==> src/rtl/spram_arb_pkg.sv <==
// Shared types for the single-port RAM arbiter: FSM state encoding and statistics counter width.
package spram_arb_pkg;

  typedef enum logic {
    IDLE = 1'b0,
    RSP  = 1'b1
  } arb_state_t;

  localparam int STATS_CNT_W = 32;

endpackage

==> src/rtl/rr_arbiter.sv <==
// Combinational round-robin pick: the first set bit of valid, searching upward from ptr and
// wrapping at N-1 -> 0. Returns a one-hot grant, its index and a found flag.
module rr_arbiter #(
  parameter int N  = 4,
  parameter int IW = $clog2(N)
) (
  input  logic [N-1:0]  valid,
  input  logic [IW-1:0] ptr,
  output logic [N-1:0]  gnt,
  output logic [IW-1:0] idx,
  output logic          any
);

  always_comb begin
    int j;
    gnt = '0;
    idx = '0;
    any = 1'b0;
    j   = 0;
    for (int k = 0; k < N; k++) begin
      j = int'(ptr) + k;
      if (j >= N) j = j - N;
      if (!any && valid[j]) begin
        any    = 1'b1;
        gnt[j] = 1'b1;
        idx    = IW'(j);
      end
    end
  end

endmodule

==> src/rtl/spram_arbiter.sv <==
// Round-robin sharing of one single-port RAM among NUM_REQ requesters, with a per-requester read
// response channel. Optional per-requester grant counters are built when SPRAM_ARB_STATS_EN is defined.
module spram_arbiter
  import spram_arb_pkg::*;
#(
  parameter int ADDR_WIDTH = 32,
  parameter int DATA_WIDTH = 32,
  parameter int DEPTH      = 64,
  parameter int NUM_REQ    = 4
) (
  input  logic                                 clk,
  input  logic                                 reset,
  input  logic [NUM_REQ-1:0]                   req_valid,
  output logic [NUM_REQ-1:0]                   req_ready,
  input  logic [NUM_REQ-1:0]                   req_we,
  input  logic [NUM_REQ-1:0][ADDR_WIDTH-1:0]   req_addr,
  input  logic [NUM_REQ-1:0][DATA_WIDTH-1:0]   req_wdata,
  output logic [NUM_REQ-1:0]                   rsp_valid,
  input  logic [NUM_REQ-1:0]                   rsp_ready,
  output logic [DATA_WIDTH-1:0]                rsp_data,
  output logic                                 rsp_err,
  output logic                                 ram_ce,
  output logic                                 ram_we,
  output logic [ADDR_WIDTH-1:0]                ram_addr,
  output logic [DATA_WIDTH-1:0]                ram_wdata,
  input  logic [DATA_WIDTH-1:0]                ram_rdata,
`ifdef SPRAM_ARB_STATS_EN
  input  logic                                 stats_clr,
  output logic [NUM_REQ-1:0][STATS_CNT_W-1:0]  grant_cnt,
`endif
  output arb_state_t                           dbg_state,
  output logic [$clog2(NUM_REQ)-1:0]           dbg_rr_ptr
);

  localparam int IW = $clog2(NUM_REQ);
  localparam logic [ADDR_WIDTH:0] DEPTH_LIM = (ADDR_WIDTH+1)'(DEPTH);

  // Handshakes: a request transfers on req_valid[i] & req_ready[i]; a response transfers on
  // rsp_valid[owner] & rsp_ready[owner]. Valid never waits on ready; ready may depend on valid.

  arb_state_t      state, state_n;
  logic [IW-1:0]   owner, owner_n;
  logic [IW-1:0]   rr_ptr, rr_ptr_n;
  logic            err_r, err_n;

  logic [NUM_REQ-1:0]    pick;
  logic [IW-1:0]         pick_idx;
  logic                  pick_any;
  logic                  rsp_hs, can_grant, grant, win_we, in_range;
  logic [ADDR_WIDTH-1:0] win_addr;

  rr_arbiter #(.N(NUM_REQ), .IW(IW)) u_rr (
    .valid (req_valid),
    .ptr   (rr_ptr),
    .gnt   (pick),
    .idx   (pick_idx),
    .any   (pick_any)
  );

  always_comb begin
    state_n  = state;
    owner_n  = owner;
    err_n    = err_r;
    rr_ptr_n = rr_ptr;

    rsp_hs    = (state == RSP) && rsp_ready[owner];
    // Gating with reset keeps every output at zero while reset is held.
    can_grant = reset && ((state == IDLE) || rsp_hs);
    grant     = can_grant && pick_any;
    win_we    = req_we[pick_idx];
    win_addr  = req_addr[pick_idx];
    in_range  = {1'b0, win_addr} < DEPTH_LIM;

    req_ready = can_grant ? pick : '0;
    ram_ce    = grant && in_range;
    ram_we    = ram_ce && win_we;
    ram_addr  = ram_ce ? win_addr : '0;
    ram_wdata = ram_we ? req_wdata[pick_idx] : '0;

    rsp_valid = '0;
    if (state == RSP) rsp_valid[owner] = 1'b1;
    rsp_err  = (state == RSP) && err_r;
    rsp_data = ((state == RSP) && !err_r) ? ram_rdata : '0;

    if (grant) begin
      rr_ptr_n = (pick_idx == IW'(NUM_REQ-1)) ? '0 : pick_idx + 1'b1;
      if (win_we) begin
        state_n = IDLE;
      end else begin
        state_n = RSP;
        owner_n = pick_idx;
        err_n   = !in_range;
      end
    end else if (rsp_hs) begin
      state_n = IDLE;
    end
  end

  always_ff @(posedge clk or negedge reset) begin
    if (!reset) begin
      state  <= IDLE;
      owner  <= '0;
      err_r  <= 1'b0;
      rr_ptr <= '0;
    end else begin
      state  <= state_n;
      owner  <= owner_n;
      err_r  <= err_n;
      rr_ptr <= rr_ptr_n;
    end
  end

  assign dbg_state  = state;
  assign dbg_rr_ptr = rr_ptr;

`ifdef SPRAM_ARB_STATS_EN
  // Counts every granted transfer, including dropped out-of-range writes; clear wins over increment.
  always_ff @(posedge clk or negedge reset) begin
    if (!reset) begin
      grant_cnt <= '0;
    end else if (stats_clr) begin
      grant_cnt <= '0;
    end else begin
      for (int i = 0; i < NUM_REQ; i++) begin
        if (req_ready[i] && (grant_cnt[i] != {STATS_CNT_W{1'b1}}))
          grant_cnt[i] <= grant_cnt[i] + 1'b1;
      end
    end
  end
`endif

endmodule

==> config.mk <==
export PLATFORM = sky130hd
export DESIGN_NAME = spram_arbiter
export DESIGN_NICKNAME = d
export VERILOG_FILES = /design/src/rtl/spram_arb_pkg.sv /design/src/rtl/rr_arbiter.sv /design/src/rtl/spram_arbiter.sv
export SDC_FILE = /design/constraint.sdc
export NUM_CORES = 1
export LEC_CHECK = 0
export CORE_AREA = 2 2 161 163
export DETAILED_ROUTE_END_ITERATION = 8
export DIE_AREA = 0 0 163 165
export DONT_BUFFER_PORTS = 1
export GPL_TIMING_DRIVEN = 0
export PLACE_DENSITY = 0.32
export SYNTH_ARGS = -nofsm -noshare
export SYNTH_HDL_FRONTEND = slang
export SYNTH_HIERARCHICAL = 1
export SYNTH_SLANG_ARGS = --single-unit
export TNS_END_PERCENT = 20
==> constraint.sdc <==
create_clock -name clk -period 3.5 [get_ports clk]
set_clock_uncertainty 0.2 [all_clocks]
set_input_delay 0 -clock clk [delete_from_list [all_inputs] [get_ports clk]]
set_output_delay 0 -clock clk [all_outputs]
set_load 0.01 [all_outputs]
==> results of run 1 <==
[cell families (layout without fill, tap and decap cells)]
| logic type | Yosys count | in the layout |
|---|---|---|
| AOI/OAI and AO/OA | 26 | 26 |
| adders and majority gates | 9 | 9 |
| buffers and inverters | 64 | 131 |
| DFF | 6 | 6 |
| muxes | 50 | 50 |
| other | 1 | 29 |
| and+or+nand+nor | 169 | 169 |
[worst paths after layout]
check                         startpoint            end  slack, ns  cells past startpoint
max in group asynchronous          reset  dbg_rr_ptr[0]       2.27                      2
min in group asynchronous          reset          err_r       0.50                      2
max reg2reg                dbg_rr_ptr[0]          err_r      -0.25                     16
max                        dbg_rr_ptr[0]    ram_addr[0]      -0.44                     16
min reg2reg                dbg_rr_ptr[0]  dbg_rr_ptr[0]       0.46                      2
min                                reset          err_r       0.10                      2
[routing by layer]
| layer | routed length (um) | share of wire (%) | track usage (%) |
|---|---|---|---|
| met5 | 38 | 0.21 | 0 |
| met4 | 351 | 2.0 | 3.38 |
| met3 | 1460 | 8.3 | 2.61 |
| met2 | 9400 | 53 | 21.9 |
| met1 | 6440 | 36 | 13.0 |
[state kept, by name, indices dropped and copies added (netlist names)]
signal,flops
dbg_state,1
owner,2
dbg_rr_ptr,2
err_r,1
[synthesized netlist by cell type, types with 7 or more instances]
cell type	number
mux4_2	41
nand2_1	37
and2_1	33
nor4_2	33
buf_4	27
nor4_1	20
buf_2	13
clkbuf_1	12
ha_1	9
a22oi_1	8
nor2_1	8
nand3_1	7
nor4b_2	7
[worst register-to-register path: cells and delay by family, from the launching register on]
kind / cells / cell delay (ns)
compound gates: 5 / 0.92
fa+ha+maj: 1 / 0.29
buf+inv: 6 / 0.91
flops: 1 / 0.47
mux: 1 / 0.30
simple gates: 3 / 0.53
[per-stage QoR]
| step | setup TNS, ns | instance area, um2 | util, % | instances |
|---|---|---|---|---|
| 6_report | -15.60 | 5070 | 20.3 | 750 |
| 5_1_grt | -23.48 | 5070 | 20.3 | 750 |
| 4_1_cts | -18.50 | 4750 | 19.0 | 730 |
| 3_5_place_dp | -63.90 | 4040 | 16.1 | 680 |
| 3_3_place_gp | -60.11 | 4040 | 16.1 | 680 |
| 2_1_floorplan | -0.577 | 3620 | - | 350 |
[layout make-up]
cell class / instances / area (um2)
antenna: 3 / 7.51
tap: 330 / 413
clock buffer: 4 / 78.8
buffer: 57 / 512
inverter: 6 / 26.3
sequential: 6 / 153
multi-input combinational: 280 / 3200
fill: 2733 / 20000
timing repair buffer: 64 / 682
[power by group through the flow]
stage	registers (W)	clock network [W]	logic [W]
final	0.000178	0.000190	0.00399
after global placement	0.000182	0	0.00324
after global routing	0.000186	0.000201	0.00431
after floorplan	0.000159	0	0.00262
after detailed placement	0.000183	0	0.00331
after CTS	0.000179	0.000193	0.00380
[timing repair]
action / 4_1_cts / 5_1_grt
hold buffers: 34 / 0
gates cloned: 0 / 4
endpoints found under the setup margin: 46 / 44
gates resized for setup: 48 / 29
buffers inserted: 14 / 13
pin swaps: 36 / 25
endpoints found under the hold margin: 42 / 0
[cells in the final DEF, fill, tap and decap left out, types with 2 or more instances in the layout]
| cell | synthesis | final |
|---|---|---|
| o21ai_0 | 6 | 4 |
| dfrtp_2 | 0 | 2 |
| buf_2 | 13 | 9 |
| conb_1 | 1 | 26 |
| nand2_1 | 37 | 36 |
| nor4_1 | 20 | 19 |
| diode_2 | 0 | 3 |
| and2_1 | 33 | 33 |
| nor3_1 | 6 | 5 |
| and3_1 | 5 | 5 |
| buf_6 | 6 | 7 |
| nand2b_1 | 2 | 2 |
| inv_1 | 6 | 4 |
| nor3_4 | 0 | 2 |
| mux2_2 | 3 | 3 |
| mux4_2 | 41 | 43 |
| dlygate4sd3_1 | 0 | 34 |
| buf_4 | 27 | 45 |
| a21oi_2 | 0 | 2 |
| nor4b_4 | 1 | 9 |
| ha_1 | 9 | 8 |
| nor2_1 | 8 | 6 |
| dfrtp_1 | 6 | 4 |
| clkbuf_1 | 12 | 4 |
| clkbuf_2 | 0 | 6 |
| a22oi_1 | 8 | 8 |
| buf_12 | 0 | 10 |
| nand3_1 | 7 | 7 |
| mux2_4 | 0 | 2 |
| clkbuf_16 | 0 | 7 |
| nor4_4 | 1 | 34 |
==> flow_summary_export.csv, run 1 <==
group,metric,value,unit
run_status,status,"finished with violations",
run_status,violations,"setup timing",
pwr,p_leak,1.94,nW
grt,grt_max_degree,11,
place,dpl_worst_slack,-1.55,ns
timing,fin_ws,-0.444,ns
synthesis,synth_fa_ha_area_share,3.53,%
clocking,cts.sinks,6,
clocking,clk_pin_slew_worst_paths,0.04,ns
pwr,finalPower,0.00436,W
critical_path,cp-end-kind,"primary output",
synthesis,yosys_warnings,6,
routing,drt_pass1_iterations,4,
synthesis,ys.flop_type,"dfrtp_1",
place,dp_hpwl,15.4,mm
grt,track_usage,11.6,%
worst_hold_path,hold_path_class,"input port to flop",
floorplanning,dieHeight,165,um
timing,worst_slew_pin_slew,0.744,ns
routing,drtIter0Drc,93,
synthesis,synth_top_family_by_area,"simple AND/OR/NAND/NOR gates",
timing,rsz0062_at_grt,"yes",
clocking,cts_tree,"yes",
critical_path,path_max_fanout,10,
layout,syn_to_final_growth,59.2,%
synthesis,synthXorXnorAreaFrac,0,%
pwr,power_switching,0.00217,W
pwr,power.density,859,nW/um2
timing,setup_viol,43,
timing,fin_crit_sh,113,%
critical_path,cp_slowest_stage_delay,0.47,ns
synthesis,synth_area_leader_cell,"mux4_2",
clocking,cts_root_buffer,"clkbuf_16",
pwr,p_int,0.00219,W
synthesis,ys_seq_elements,6,
routing,viasPerCell,4.33,
flow_run,maxCapViolations,0,
synthesis,avgSynthCellArea,9.81,um2
timing,finalMaxSlewViolations,0,
timing,timing.hold.ws,0.104,ns
routing,drc,0,
floorplanning,rows,58,
timing,fmax,0.254,GHz
timing,period_needed,3.94,ns
synthesis,async_flop_share,100,%
synthesis,synth_compound_area_share,6.32,%
floorplanning,num_io_pins,412,
layout,fin_nets,729,
pwr,clockPowerShare,4.4,%
synthesis,synth_edf_count,0,
synthesis,synth.area.top_cells,"mux4_2, nor4_2, and2_1",
critical_path,critical_path.top_delay_family,"simple AND/OR/NAND/NOR gates",
critical_path,criticalPathCategory,"flop to primary output",
clocking,htree_levels,1,
pwr,p_seq_share,4.1,%
floorplanning,start_util,12.7,%
clocking,cts_buffers,3,
synthesis,syn_inst,325,
critical_path,path_buf_inv,6,
floorplanning,die_area,26900,um2
grt,grt-ovfl-total,0,
floorplanning,core,25000,um2
pwr,combPwrFrac,91.6,%
place,numPortBuffers,0,
critical_path,arrival,3.74,ns
critical_path,cp_data_required_time,3.30,ns
layout,layout-drive-gt1-share,48.0,%
synthesis,synth_top_area_share,29.0,%
pwr,swShare,49.8,%
timing,finalHoldViolations,0,
critical_path,slowest_stage,"dfrtp_2",
critical_path,critPathLaunchType,"flop",
synthesis,synth_mux_area_share,33.5,%
grt,antenna_found_initial,6,
routing,wl_per_cell,23.6,um
synthesis,syn_area,3190,um2
synthesis,ys_types,44,
critical_path,crit_chain,"buf_8 -> clkinvlp_4 -> ha_4 -> mux4_2 -> buf_6 -> nor4b_4 -> nor2_1 -> a32o_2 -> buf_12 -> nor4b_4 -> nand4_1 -> nor2_2 -> nor3_4 -> buf_12 -> buf_12 -> nor4b_4",
synthesis,post_synth_and_or_nand_nor_area_fraction,39.1,%
grt,grt_pass1_vias,3420,
floorplanning,die_w,163,um
clocking,clock_path_buffers,2,
routing,wl,17.7,mm
routing,ant_nets,0,
clocking,clk_latency,0.23,ns
place,gp_congestion,0.886,
routing,vias,3248,
timing,timing.slew.headroom,50.2,%
grt,grt_pass1_wl,22.8,mm
pwr,peakVddDrop,302,uV
synthesis,yosysSeqAreaShare,4.71,%
Note: power is estimated with default switching activity, not from simulation.
==> inputs of run 2 (changes only) <==
Settings changed: CORE_AREA 2 2 161 163 to 2 2 159 161, CTS_BUF_LIST from default to sky130_fd_sc_hd__clkbuf_8, DIE_AREA 0 0 163 165 to 0 0 161 163.
==> run 2 against run 1 <==
The run still ends with setup timing left. Worst hold slack lost 0.027 ns. Utilization shrank 0.17 points. Power shrank 3.3%. Clock power shrank 43%. Critical path type unchanged. Critical endpoint is now ram_wdata[2].
==> flow_summary_export.csv, run 2 (synthesis results as in run 1) <==
group,metric,value,unit
layout,nFillCells,2694,
timing,fin_crit_sh,113,%
timing,rsz0062_at_grt,"yes",
grt,antenna_found_initial,1,
critical_path,cp_slowest_stage_delay,0.50,ns
grt,grt_pass1_wl,21.7,mm
critical_path,cp_data_required_time,3.30,ns
routing,drc,0,
run_status,status,"finished with violations",
worst_hold_path,hold_path_class,"input port to flop",
timing,timing.slew.headroom,55.2,%
critical_path,crit_chain,"buf_8 -> buf_12 -> buf_6 -> mux4_2 -> buf_6 -> o311ai_0 -> a32o_2 -> buf_4 -> clkbuf_2 -> a21oi_4 -> buf_12 -> nor4_4",
pwr,power_switching,0.00221,W
floorplanning,die_w,161,um
clocking,cts_root_buffer,"clkbuf_8",
critical_path,criticalPathCategory,"flop to primary output",
grt,grt-ovfl-total,0,
place,dp_hpwl,13.8,mm
pwr,swShare,52.4,%
timing,setup_viol,43,
timing,finalHoldViolations,0,
routing,vias,3253,
floorplanning,num_io_pins,412,
run_status,violations,"setup timing",
floorplanning,die_area,26200,um2
place,gp_congestion,0.789,
routing,wl_per_cell,21.8,um
floorplanning,start_util,12.9,%
pwr,p_seq_share,4.3,%
pwr,finalPower,0.00421,W
clocking,htree_levels,1,
critical_path,slowest_stage,"mux4_2",
pwr,peakVddDrop,477,uV
timing,fmax,0.252,GHz
clocking,clk_latency,0.22,ns
layout,layout-drive-gt1-share,48.2,%
pwr,power.density,849,nW/um2
pwr,clockPowerShare,2.6,%
clocking,cts_buffers,3,
place,numPortBuffers,0,
routing,ant_nets,0,
timing,fin_ws,-0.472,ns
layout,syn_to_final_growth,55.6,%
floorplanning,core,24700,um2
grt,grt_pass1_vias,3328,
timing,worst_slew_pin_slew,0.669,ns
clocking,clk_pin_slew_worst_paths,0.04,ns
timing,period_needed,3.97,ns
layout,fin_nets,729,
floorplanning,rows,58,
critical_path,path_max_fanout,10,
timing,finalMaxSlewViolations,0,
clocking,clock_path_buffers,2,
critical_path,critPathLaunchType,"flop",
layout,final_common_cell,"buf_4",
pwr,p_int,0.00201,W
pwr,p_leak,1.85,nW
routing,drt_pass1_iterations,6,
clocking,cts_tree,"yes",
layout,layout_common_cells,"buf_4, mux4_2, nor4_4, nand2_1, dlygate4sd3_1",
critical_path,cp-end-kind,"primary output",
grt,track_usage,11.2,%
timing,tns,-16.66,ns
grt,grt_max_degree,11,
layout,final_util,20.1,%
routing,viasPerCell,4.34,
place,dpl_worst_slack,-1.67,ns
routing,wl,16.3,mm
routing,drtIter0Drc,149,
critical_path,arrival,3.77,ns
pwr,combPwrFrac,93.2,%
clocking,cts.sinks,6,
flow_run,maxCapViolations,0,
floorplanning,dieHeight,163,um
-- run 2: cell count changes in the layout (fill, tap and decap cells not counted), moves of 2 or more --
cell / previous run / this run
mux2_1: 0 / 2
buf_12: 10 / 6
buf_8: 1 / 3
buf_4: 45 / 49
mux2_4: 2 / 0
clkbuf_16: 7 / 1
clkbuf_8: 0 / 4
nor4_1: 19 / 17
nor4_4: 34 / 36
-- run 2: what timing repair did --
action / in CTS / in global routing
resized for setup: 56 / 18
hold buffers: 34 / 0
endpoints found under the hold margin: 42 / 0
setup buffers: 25 / 5
endpoints found under the setup margin: 46 / 44
cloned: 2 / 0
pin swaps: 30 / 12
-- run 2: path summary, 6_finish.rpt --
| check | endpoint | cells after the start | start | slack (ns) |
|---|---|---|---|---|
| max in group asynchronous | dbg_rr_ptr[1] | 2 | reset | 2.31 |
| max | ram_wdata[2] | 12 | dbg_rr_ptr[0] | -0.47 |
| min | err_r | 2 | reset | 0.08 |
| min in group asynchronous | err_r | 2 | reset | 0.49 |
| min reg2reg | owner[1] | 1 | owner[1] | 0.43 |
| max reg2reg | owner[0] | 14 | dbg_rr_ptr[0] | -0.29 |
-- run 2: power groups by stage --
stage | registers, W | logic (W) | clock network, W
global route | 0.000189 | 0.00425 | 0.000115
global placement | 0.000181 | 0.00328 | 0
finish | 0.000179 | 0.00392 | 0.000108
floorplan | 0.000159 | 0.00262 | 0
CTS | 0.000177 | 0.00398 | 0.000111
detailed placement | 0.000180 | 0.00332 | 0
-- run 2: layer usage --
layer	GRT usage (%)	wire length, um
met1	12.9	5920
met2	21.7	8910
met3	2.09	1320
met4	1.79	187
met5	0	0
-- run 2: cell type report --
type                    instances  area (um2)  area share [%]
repair buffers                 65         642            12.9
plain buffers                  56         457            9.21
clock buffers                   3        41.3           0.833
well taps                     330         413            8.33
clock inverters                 1        3.75          0.0757
multi-input cells             280        3210            64.8
inverters                       6        30.0           0.606
flip-flops and latches          6         153            3.08
diodes                          2        5.00           0.101
-- run 2: stage by stage --
stage / cell area (um2) / hold slack, ns / std cells
finish: 4960 / 0.0766 / 749
floorplan: 3620 / -0.496 / 350
global placement: 4040 / -0.495 / 680
detailed placement: 4040 / -0.495 / 680
global route: 4950 / 0.127 / 748
CTS: 4930 / 0.118 / 744
-- run 2: worst max-delay path, delay by kind of cell, from the launching register on --
family | cells | cell delay (ns)
compound gates | 3 | 0.92
buf+inv | 7 | 1.20
flops | 1 | 0.49
mux | 1 | 0.50
simple gates | 1 | 0.41
==> inputs of run 3 (changes only) <==
Settings changed: ABC_AREA from default to 1, CORE_AREA 2 2 159 161 to 2 2 158 160, DIE_AREA 0 0 161 163 to 0 0 160 162, PLACE_DENSITY 0.32 to 0.35, REMOVE_ABC_BUFFERS from default to 1.
==> run 3 against run 2 <==
The flow still finishes with violations (setup timing). Final cell count increased by 58%. Utilization is 5.8 points higher. Sequential cell count unchanged. Non-clock buffer count grew 5. Register-to-register slack improved by 0.08 ns. First-iteration DRC count increased by 76%. Via count up 73%. Largest cell class unchanged.
==> flow_summary_export.csv, run 3 <==
group,metric,value,unit
critical_path,critical_path.top_delay_family,"simple AND/OR/NAND/NOR gates",
flow_run,maxCapViolations,0,
floorplanning,dieHeight,162,um
timing,worst_slew_pin_slew,0.902,ns
floorplanning,die_w,160,um
critical_path,cp_slowest_stage_delay,0.50,ns
routing,wl,25.4,mm
run_status,violations,"setup timing",
critical_path,rr_worst_depth,27,
critical_path,arrival,3.66,ns
worst_hold_path,hold_end,"dbg_rr_ptr[1]",
run_status,status,"finished with violations",
critical_path,slowest_stage,"dfrtp_2",
grt,met3_usage,2.09,%
critical_path,rrSetupSlack,-0.21,ns
clocking,cts.sinks,6,
routing,drt_pass1_iterations,6,
floorplanning,num_io_pins,412,
timing,fmax,0.259,GHz
place,dp_hpwl,13.7,mm
critical_path,criticalPathCategory,"flop to primary output",
critical_path,cp-end-kind,"primary output",
timing,finalHoldViolations,0,
place,gp_congestion,0.772,
critical_path,crit_chain,"clkinvlp_4 -> ha_4 -> inv_4 -> nand2_2 -> nand2_2 -> nor2_4 -> buf_6 -> nand4_1 -> buf_6 -> buf_4 -> buf_12 -> nand3_4 -> nand3_2 -> nand2_2 -> nand2_1 -> nor2_2 -> nand2_2 -> nor2_4 -> buf_6 -> buf_4 -> nand3_4 -> a21oi_4",
layout,layout-drive-gt1-share,29.6,%
critical_path,crit_top_cell,"nand2_2",
synthesis,ys_seq_elements,6,
synthesis,syn_inst,769,
floorplanning,rows,57,
timing,fin_ws,-0.363,ns
grt,grt_pass1_wl,33.7,mm
layout,nFillCells,2684,
layout,fin_nets,1169,
critical_path,r2r-start,"dbg_rr_ptr[1]",
grt,grt-ovfl-total,0,
critical_path,path_max_fanout,7,
grt,track_usage,17.6,%
place,dpl_worst_slack,-2.40,ns
synthesis,synth_area_leader_cell,"nand2_1",
synthesis,avgSynthCellArea,4.85,um2
floorplanning,die_area,25900,um2
grt,antenna_found_initial,1,
routing,viasPerCell,4.76,
critical_path,r2r-end,"err_r",
grt,use_met2,32.3,%
floorplanning,core,24100,um2
routing,drtIter0Drc,262,
grt,grt_max_degree,44,
worst_hold_path,hold_depth,3,
synthesis,yosysMostFrequentCell,"nand2_1",
layout,syn_to_final_growth,66.9,%
clocking,cts_buffers,3,
critical_path,path_buf_inv,8,
worst_hold_path,hold_path_class,"input port to flop",
timing,finalMaxSlewViolations,0,
routing,vias,5627,
clocking,htree_levels,1,
synthesis,netlist_top_cells_count,"nand2_1, nor2_1, inv_1",
critical_path,crit_cells,22,
grt,grt_pass1_vias,5221,
clocking,cts_tree,"yes",
worst_hold_path,hp-start,"reset",
synthesis,synth_top_area_share,19.0,%
grt,grt_most_used_layer,"met2",
synthesis,async_flop_share,100,%
critical_path,critPathLaunchType,"flop",
timing,setup_viol,44,
clocking,clk_pin_slew_worst_paths,0.03,ns
timing,fin_crit_sh,110,%
timing,timing.slew.headroom,39.6,%
timing,period_needed,3.86,ns
clocking,clk_latency,0.22,ns
timing,rsz0062_at_grt,"yes",
synthesis,synth_edf_count,0,
synthesis,yosysSeqAreaShare,4.02,%
synthesis,synth.area.top_cells,"nand2_1, nor2_1, o21ai_0",
clocking,cts_root_buffer,"clkbuf_8",
routing,drc,0,
place,numPortBuffers,0,
clocking,clock_path_buffers,2,
critical_path,cp_data_required_time,3.30,ns
synthesis,yosys_warnings,6,
routing,wl_per_cell,21.5,um
timing,tns,-13.85,ns
floorplanning,start_util,15.5,%
synthesis,syn_area,3730,um2
grt,met1_usage,21.1,%
layout,final_common_cell,"nand2_1",
routing,ant_nets,0,
layout,layout_common_cells,"nand2_1, nor2_1, inv_1, o21ai_0, nand2_2",
synthesis,ys.flop_type,"dfrtp_1",
synthesis,ys_types,26,
run 3: changes by cell type after synthesis, sizes merged, moves of 10 or more:
cell | previous run | this run
nor2 | 8 | 171
nand2 | 37 | 195
inv | 6 | 88
o21ai | 6 | 80
nand3 | 7 | 71
nor4 | 54 | 0
mux4 | 44 | 0
and2 | 33 | 0
o22ai | 1 | 32
clkbuf | 12 | 31
a21oi | 3 | 14
nand4 | 1 | 12
nor4b | 10 | 0
run 3: worst max-delay path by stage:
stage	start	to	slack, ns
floorplan	dbg_rr_ptr[0]	ram_wdata[0]	-3.66
global placement	dbg_rr_ptr[0]	ram_wdata[25]	-7.83
detailed placement	dbg_rr_ptr[0]	ram_wdata[25]	-2.40
CTS	dbg_rr_ptr[1]	ram_wdata[15]	-0.36
global route	dbg_rr_ptr[1]	ram_addr[4]	-0.49
finish	dbg_rr_ptr[1]	ram_addr[4]	-0.36
run 3: through the flow:
step,instances,hold slack (ns),utilization [%],cell area (um2)
finish,1181,0.0266,25.8,6230
floorplan,717,-0.496,-,3370
CTS,1167,0.00907,24.2,5840
global route,1181,0.0512,25.8,6230
detailed placement,1044,-0.495,16.1,3870
global placement,1041,-0.495,15.7,3780
run 3: layout make-up:
class,count,area (um2),area share [%]
timing repair inverter,2,25.0,0.402
tap,324,405,6.51
timing repair buffer,126,1580,25.4
clock buffer,3,41.3,0.663
inverter,88,370,5.94
multi-input combinational,631,3650,58.6
sequential,6,153,2.45
antenna,1,2.50,0.0402
run 3: routing by layer:
| metal | share of wire, % | routed length (um) | up-vias |
|---|---|---|---|
| li1 | - | - | 2599 |
| met5 | 0 | 0 | - |
| met3 | 7.4 | 1870 | 49 |
| met1 | 39 | 9860 | 2590 |
| met4 | 3.3 | 838 | 0 |
| met2 | 51 | 12900 | 389 |
run 3: tightest hold or removal path, cell delays in order:
cell and delay, ns:
nand2_1 0.23, o21ai_0 0.12, nand2_1 0.06
run 3: what timing repair did:
action / CTS / global route
hold buffers: 36 / 0
endpoints found under the setup margin: 46 / 44
resized for setup: 146 / 66
setup buffers: 68 / 13
gates cloned: 19 / 3
pin swaps: 38 / 40
endpoints found under the hold margin: 39 / 0
run 3: logic make-up (layout without fill, tap and decap cells):
kind of cell	count (synthesis)	after routing	synth area share [%]
AO/OA/AOI/OAI	132	132	19.2
adder cells (fa/ha/maj)	9	9	3.02
buffers and inverters	165	219	21.0
flip-flops	6	6	4.02
other	1	27	0.100
AND/OR/NAND/NOR	456	464	52.7
Power of run 3 is not shown: default switching activity piles up to over one toggle a cycle in this logic, so the estimate is an artifact.
